--- src/rtl/sha_io_pkg.sv ---
// Shared types and constants for the SHA-256 host byte interface.
package sha_io_pkg;

  localparam int unsigned ByteW          = 8;
  localparam int unsigned DefMsgBytes    = 64;
  localparam int unsigned DefDigestBytes = 32;

  typedef enum logic [1:0] {
    StLoad  = 2'd0,
    StFire  = 2'd1,
    StWait  = 2'd2,
    StDrain = 2'd3
  } state_e;

endpackage

--- src/rtl/sha_byte_shreg.sv ---
// Byte-wide shift register: parallel load, or shift left one byte with a new LSB byte.
module sha_byte_shreg
  import sha_io_pkg::*;
#(
  parameter int unsigned WIDTH = 512
) (
  input  logic             clk,
  input  logic             rstn,
  input  logic             i_load,
  input  logic [WIDTH-1:0] i_load_val,
  input  logic             i_shift,
  input  logic [ByteW-1:0] i_byte,
  output logic [WIDTH-1:0] o_value,
  output logic [ByteW-1:0] o_byte
);

  logic [WIDTH-1:0] r_data;

  // Load has priority; the two are never asserted together by the controller.
  always_ff @(posedge clk or negedge rstn) begin
    if (!rstn) begin
      r_data <= '0;
    end else if (i_load) begin
      r_data <= i_load_val;
    end else if (i_shift) begin
      r_data <= {r_data[WIDTH-ByteW-1:0], i_byte};
    end
  end

  assign o_value = r_data;
  assign o_byte  = r_data[WIDTH-1 -: ByteW];

endmodule

--- src/rtl/sha_io_ctrl.sv ---
// Host byte interface: assembles a message block, pulses start, waits for hash_ready,
// then streams the captured digest out MSB byte first.
module sha_io_ctrl
  import sha_io_pkg::*;
#(
  parameter int unsigned MSG_BYTES      = DefMsgBytes,
  parameter int unsigned DIGEST_BYTES   = DefDigestBytes,
  parameter int unsigned TIMEOUT_CYCLES = 255
) (
  input  logic                      clk,
  input  logic                      rstn,
  input  logic [7:0]                data_in,
  input  logic                      data_in_valid,
  output logic                      data_in_ready,
  output logic [8*MSG_BYTES-1:0]    msg_block,
  output logic                      start,
  input  logic                      hash_ready,
  input  logic [8*DIGEST_BYTES-1:0] digest_in,
  output logic [7:0]                data_out,
  output logic                      data_out_valid,
  input  logic                      data_out_ready,
  output logic                      busy,
  output logic                      error
);

  localparam int unsigned MsgW = ByteW * MSG_BYTES;
  localparam int unsigned DigW = ByteW * DIGEST_BYTES;
  localparam int unsigned BcW  = $clog2(MSG_BYTES + 1);
  localparam int unsigned DcW  = $clog2(DIGEST_BYTES + 1);

  localparam logic [BcW-1:0] ByteLast  = BcW'(MSG_BYTES - 1);
  localparam logic [DcW-1:0] DrainLast = DcW'(DIGEST_BYTES - 1);
  localparam logic [15:0]    ToLast    = 16'(TIMEOUT_CYCLES - 1);

  state_e         r_state_q, w_state_d;
  logic [BcW-1:0] r_byte_cnt_q, w_byte_cnt_d;
  logic [DcW-1:0] r_drain_cnt_q, w_drain_cnt_d;
  logic [15:0]    r_to_cnt_q, w_to_cnt_d;
  logic           r_err_q, w_err_d;
  logic           r_hr_q;

  logic w_accept;
  logic w_rise;
  logic w_capture;
  logic w_dout_hs;

  assign w_accept  = data_in_valid && (r_state_q == StLoad);
  assign w_rise    = hash_ready && !r_hr_q;
  assign w_capture = w_rise && (r_state_q == StWait);
  assign w_dout_hs = data_out_ready && (r_state_q == StDrain);

  always_ff @(posedge clk or negedge rstn) begin
    if (!rstn) begin
      r_state_q     <= StLoad;
      r_byte_cnt_q  <= '0;
      r_drain_cnt_q <= '0;
      r_to_cnt_q    <= '0;
      r_err_q       <= 1'b0;
      r_hr_q        <= 1'b0;
    end else begin
      r_state_q     <= w_state_d;
      r_byte_cnt_q  <= w_byte_cnt_d;
      r_drain_cnt_q <= w_drain_cnt_d;
      r_to_cnt_q    <= w_to_cnt_d;
      r_err_q       <= w_err_d;
      r_hr_q        <= hash_ready;
    end
  end

  always_comb begin
    w_state_d     = r_state_q;
    w_byte_cnt_d  = r_byte_cnt_q;
    w_drain_cnt_d = r_drain_cnt_q;
    w_to_cnt_d    = r_to_cnt_q;
    w_err_d       = r_err_q;

    unique case (r_state_q)
      StLoad: begin
        if (w_accept) begin
          w_err_d = 1'b0;
          if (r_byte_cnt_q == ByteLast) begin
            w_byte_cnt_d = '0;
            w_state_d    = StFire;
          end else begin
            w_byte_cnt_d = r_byte_cnt_q + 1'b1;
          end
        end
      end
      StFire: begin
        w_state_d = StWait;
      end
      StWait: begin
        // A completion edge beats a timeout landing on the same cycle.
        if (w_rise) begin
          w_to_cnt_d = '0;
          w_state_d  = StDrain;
        end else if (r_to_cnt_q == ToLast) begin
          w_to_cnt_d = '0;
          w_err_d    = 1'b1;
          w_state_d  = StLoad;
        end else begin
          w_to_cnt_d = r_to_cnt_q + 1'b1;
        end
      end
      StDrain: begin
        if (w_dout_hs) begin
          if (r_drain_cnt_q == DrainLast) begin
            w_drain_cnt_d = '0;
            w_state_d     = StLoad;
          end else begin
            w_drain_cnt_d = r_drain_cnt_q + 1'b1;
          end
        end
      end
      default: begin
        w_state_d = StLoad;
      end
    endcase
  end

  sha_byte_shreg #(
    .WIDTH (MsgW)
  ) u_msg_shreg (
    .clk        (clk),
    .rstn       (rstn),
    .i_load     (1'b0),
    .i_load_val ('0),
    .i_shift    (w_accept),
    .i_byte     (data_in),
    .o_value    (msg_block),
    .o_byte     ()
  );

  sha_byte_shreg #(
    .WIDTH (DigW)
  ) u_dig_shreg (
    .clk        (clk),
    .rstn       (rstn),
    .i_load     (w_capture),
    .i_load_val (digest_in),
    .i_shift    (w_dout_hs),
    .i_byte     (8'h00),
    .o_value    (),
    .o_byte     (data_out)
  );

  assign data_in_ready  = (r_state_q == StLoad);
  assign start          = (r_state_q == StFire);
  assign data_out_valid = (r_state_q == StDrain);
  assign busy           = (r_state_q != StLoad);
  assign error          = r_err_q;

endmodule
--- config.mk ---
export PLATFORM = sky130hd
export DESIGN_NAME = sha_io_ctrl
export DESIGN_NICKNAME = d
export VERILOG_FILES = /design/src/rtl/sha_io_pkg.sv /design/src/rtl/sha_byte_shreg.sv /design/src/rtl/sha_io_ctrl.sv
export SDC_FILE = /design/constraint.sdc
export NUM_CORES = 2
export LEC_CHECK = 0
export CAP_MARGIN = 0
export CELL_PAD_IN_SITES_DETAIL_PLACEMENT = 2
export CELL_PAD_IN_SITES_GLOBAL_PLACEMENT = 2
export CORE_MARGIN = 1.5
export CORE_UTILIZATION = 35
export CTS_CLUSTER_SIZE = 16
export DETAILED_ROUTE_END_ITERATION = 12
export PLACE_DENSITY = 0.91
export SYNTH_ARGS = -nofsm -noshare
export SYNTH_HDL_FRONTEND = slang
export SYNTH_HIERARCHICAL = 1
export SYNTH_SLANG_ARGS = --single-unit
--- constraint.sdc ---
create_clock -name clk -period 4.5 [get_ports clk]
set_input_delay 0.9 -clock clk [delete_from_list [all_inputs] [get_ports clk]]
set_output_delay 0.9 -clock clk [all_outputs]
set_load 0.005 [all_outputs]
==> impl_metrics.tcl <==
set metrics [dict create \
    status "finished, violations left" \
    violations "max-slew violations" \
    route.detailed.drc 0 \
    grt_pass1_wl_um 257000 \
    fmax_mhz 326 \
    power_w 0.0279 \
    ctsHoldBuffers 0 \
    hold_violations 0 \
    nets 4990 \
    skew_ps 33.9 \
    grt_max_degree 1025 \
    clkLatencyLatePin_ps 680 \
    arrival_ps 2160 \
    crit_start "r_state_q[1]$_DFFE_PN0P_" \
    rrSetupSlack_ps 1480 \
    worst_ir_drop_vdd_v 0.000306 \
    fin_ws_ps 1440 \
    post_drt_wl_per_cell_um 29.1 \
    root_buffer "clkbuf_16" \
    cts_num_sinks 801 \
    drt_iter0_drc 1841 \
    cts_buffers 94 \
    rr_endpoint "u_msg_shreg/o_value[477]$_DFFE_PN0P_" \
    nFillCells 10700 \
    firstDrtPassIters 5 \
    avgSynthCellArea_um2 10.6 \
    post_cts_buffers 0 \
    setup_viol 0 \
    setup-tns-final_ps 0 \
    place_ws_ps 1290 \
    clockBufferDepth 3 \
    powerDensity_nw_per_um2 548 \
    whs_ps 193 \
    num_rows 119 \
    netlist_area_um2 37400 \
    vias_per_cell 5.23 \
    rsz0062_at_grt "no" \
    rr_startpoint "r_state_q[1]$_DFFE_PN0P_" \
    path_cells "nor2_1 -> clkdlybuf4s50_1" \
    die_w_um 330 \
    crit_slowest_cell "clkdlybuf4s50_1" \
    fp.dieArea_um2 109000 \
    drtAntennaViolNets 0 \
    maxSlewViolCount 913 \
    syn_inst 3521 \
    final_core_util_pct 48.2 \
    cap_violations 0 \
    critPathMaxFanout 8 \
    seq_power_share_pct 39.9 \
    critPathLaunchType "flip-flop" \
    min_period_over_period_pct 68.1 \
    start_util_pct 35.4 \
    critPathKind "reg2out" \
    reg2reg_depth 6 \
    cts_resized 0 \
    numPortBuffers 793 \
    synth_warnings 6 \
    gp_congestion 0.845 \
    area_growth_pct 36.0 \
    power_switching_w 0.0102 \
    worst_slew_pin_slew_ps 5690 \
    clockPowerShare_pct 28.7 \
    io_pins 794 \
    required_ps 3600 \
    gr-usage-all-layers_pct 31.7 \
    htreeDepth 3 \
    multiInputGateArea_um2 17200 \
    pwr-share-comb_pct 31.4 \
    slew_headroom_pct -280 \
    routed_wirelength_um 181000 \
    post-dp-hpwl_um 111000 \
    path_clk_slew_ps 60 \
    hp-class "in2async" \
    grt_pass1_vias 37800 \
    slowest_delay_ps 610 \
    fin_crit_ps 3060 \
    overflow 0 \
    p_int_w 0.0177 \
    antenna_found_initial 31 \
    switching_share_pct 36.7 \
    fp.coreArea_um2 106000 \
    via_count 32500 \
    end_kind "output pin" \
    drive_gt1_share_pct 4.49 \
    die_y_um 330 \
    seq_area_um2 20000 \
    cts_tree "yes" \
    cellLeakagePower_nw 20.1 \
]
==> layer usage <==
layer / track usage (%) / vias up / share of wire [%]
met1: 33.0 / 16700 / 36
met4: 22.2 / 8 / 7.6
met2: 55.9 / 1166 / 51
met3: 7.93 / 548 / 6.1
met5: 0 / - / 0.034
li1: - / 14000 / -
==> sequential cells by signal (all words and copies together), names as in the netlist <==
name                 count
u_dig_shreg/o_value    256
error                    1
r_drain_cnt_q            6
r_to_cnt_q              16
u_msg_shreg/o_value    512
r_state_q                2
r_byte_cnt_q             7
r_hr_q                   1
==> placed cells by master, fill, tap and decap left out, types with 15 or more instances in the layout <==
cell type,count
buf_12,28
buf_4,29
clkbuf_1,21
clkbuf_16,97
clkbuf_8,25
clkdlybuf4s50_1,792
clkinv_2,15
conb_1,521
dfrtp_1,801
diode_2,27
mux2i_1,770
nand2_1,798
o21ai_0,58
o21ai_1,722
==> per-stage QoR <==
stage / std cells / area, µm²
after global routing: 6206 / 50900
after floorplan: 4041 / 39400
after detailed placement: 6012 / 47700
final: 6208 / 50900
after global placement: 6012 / 47700
after CTS: 6181 / 50900
==> cell type report <==
class | instances | area share [%]
multi-input combinational | 2962 | 33.8
tap | 1391 | 3.42
sequential | 801 | 39.4
timing repair buffer | 850 | 17.1
antenna | 27 | 0.133
inverter | 8 | 0.0737
clock inverter | 26 | 0.540
clock buffer | 143 | 5.60
==> worst max path at each step <==
stage	endpoint	slack (ps)	depth (start not counted)
detailed placement	u_dig_shreg/o_value[165]$_DFFE_PN0P_	1290	5
CTS	data_in_ready	1380	2
global placement	u_msg_shreg/o_value[413]$_DFFE_PN0P_	1420	6
floorplan	r_to_cnt_q[15]$_DFFE_PN0P_	2400	6
global route	data_in_ready	1390	2
finish	data_in_ready	1440	2
==> power by group through the flow <==
| stage | clock network (W) | registers [W] | logic [W] |
|---|---|---|---|
| after CTS | 0.00815 | 0.0110 | 0.00846 |
| after global routing | 0.00841 | 0.0112 | 0.00926 |
| final | 0.00802 | 0.0111 | 0.00876 |
| after global placement | 0 | 0.0107 | 0.00733 |
| after detailed placement | 0 | 0.0110 | 0.00799 |
| after floorplan | 0 | 0.0102 | 0.00494 |
==> worst max-delay path: cells and delay by family (launching register included) <==
kind                   cells  cell delay, ps
buffers and inverters      1             610
flip-flops                 1             500
AND/OR/NAND/NOR            1             400
(Power assumes the default switching activity.)
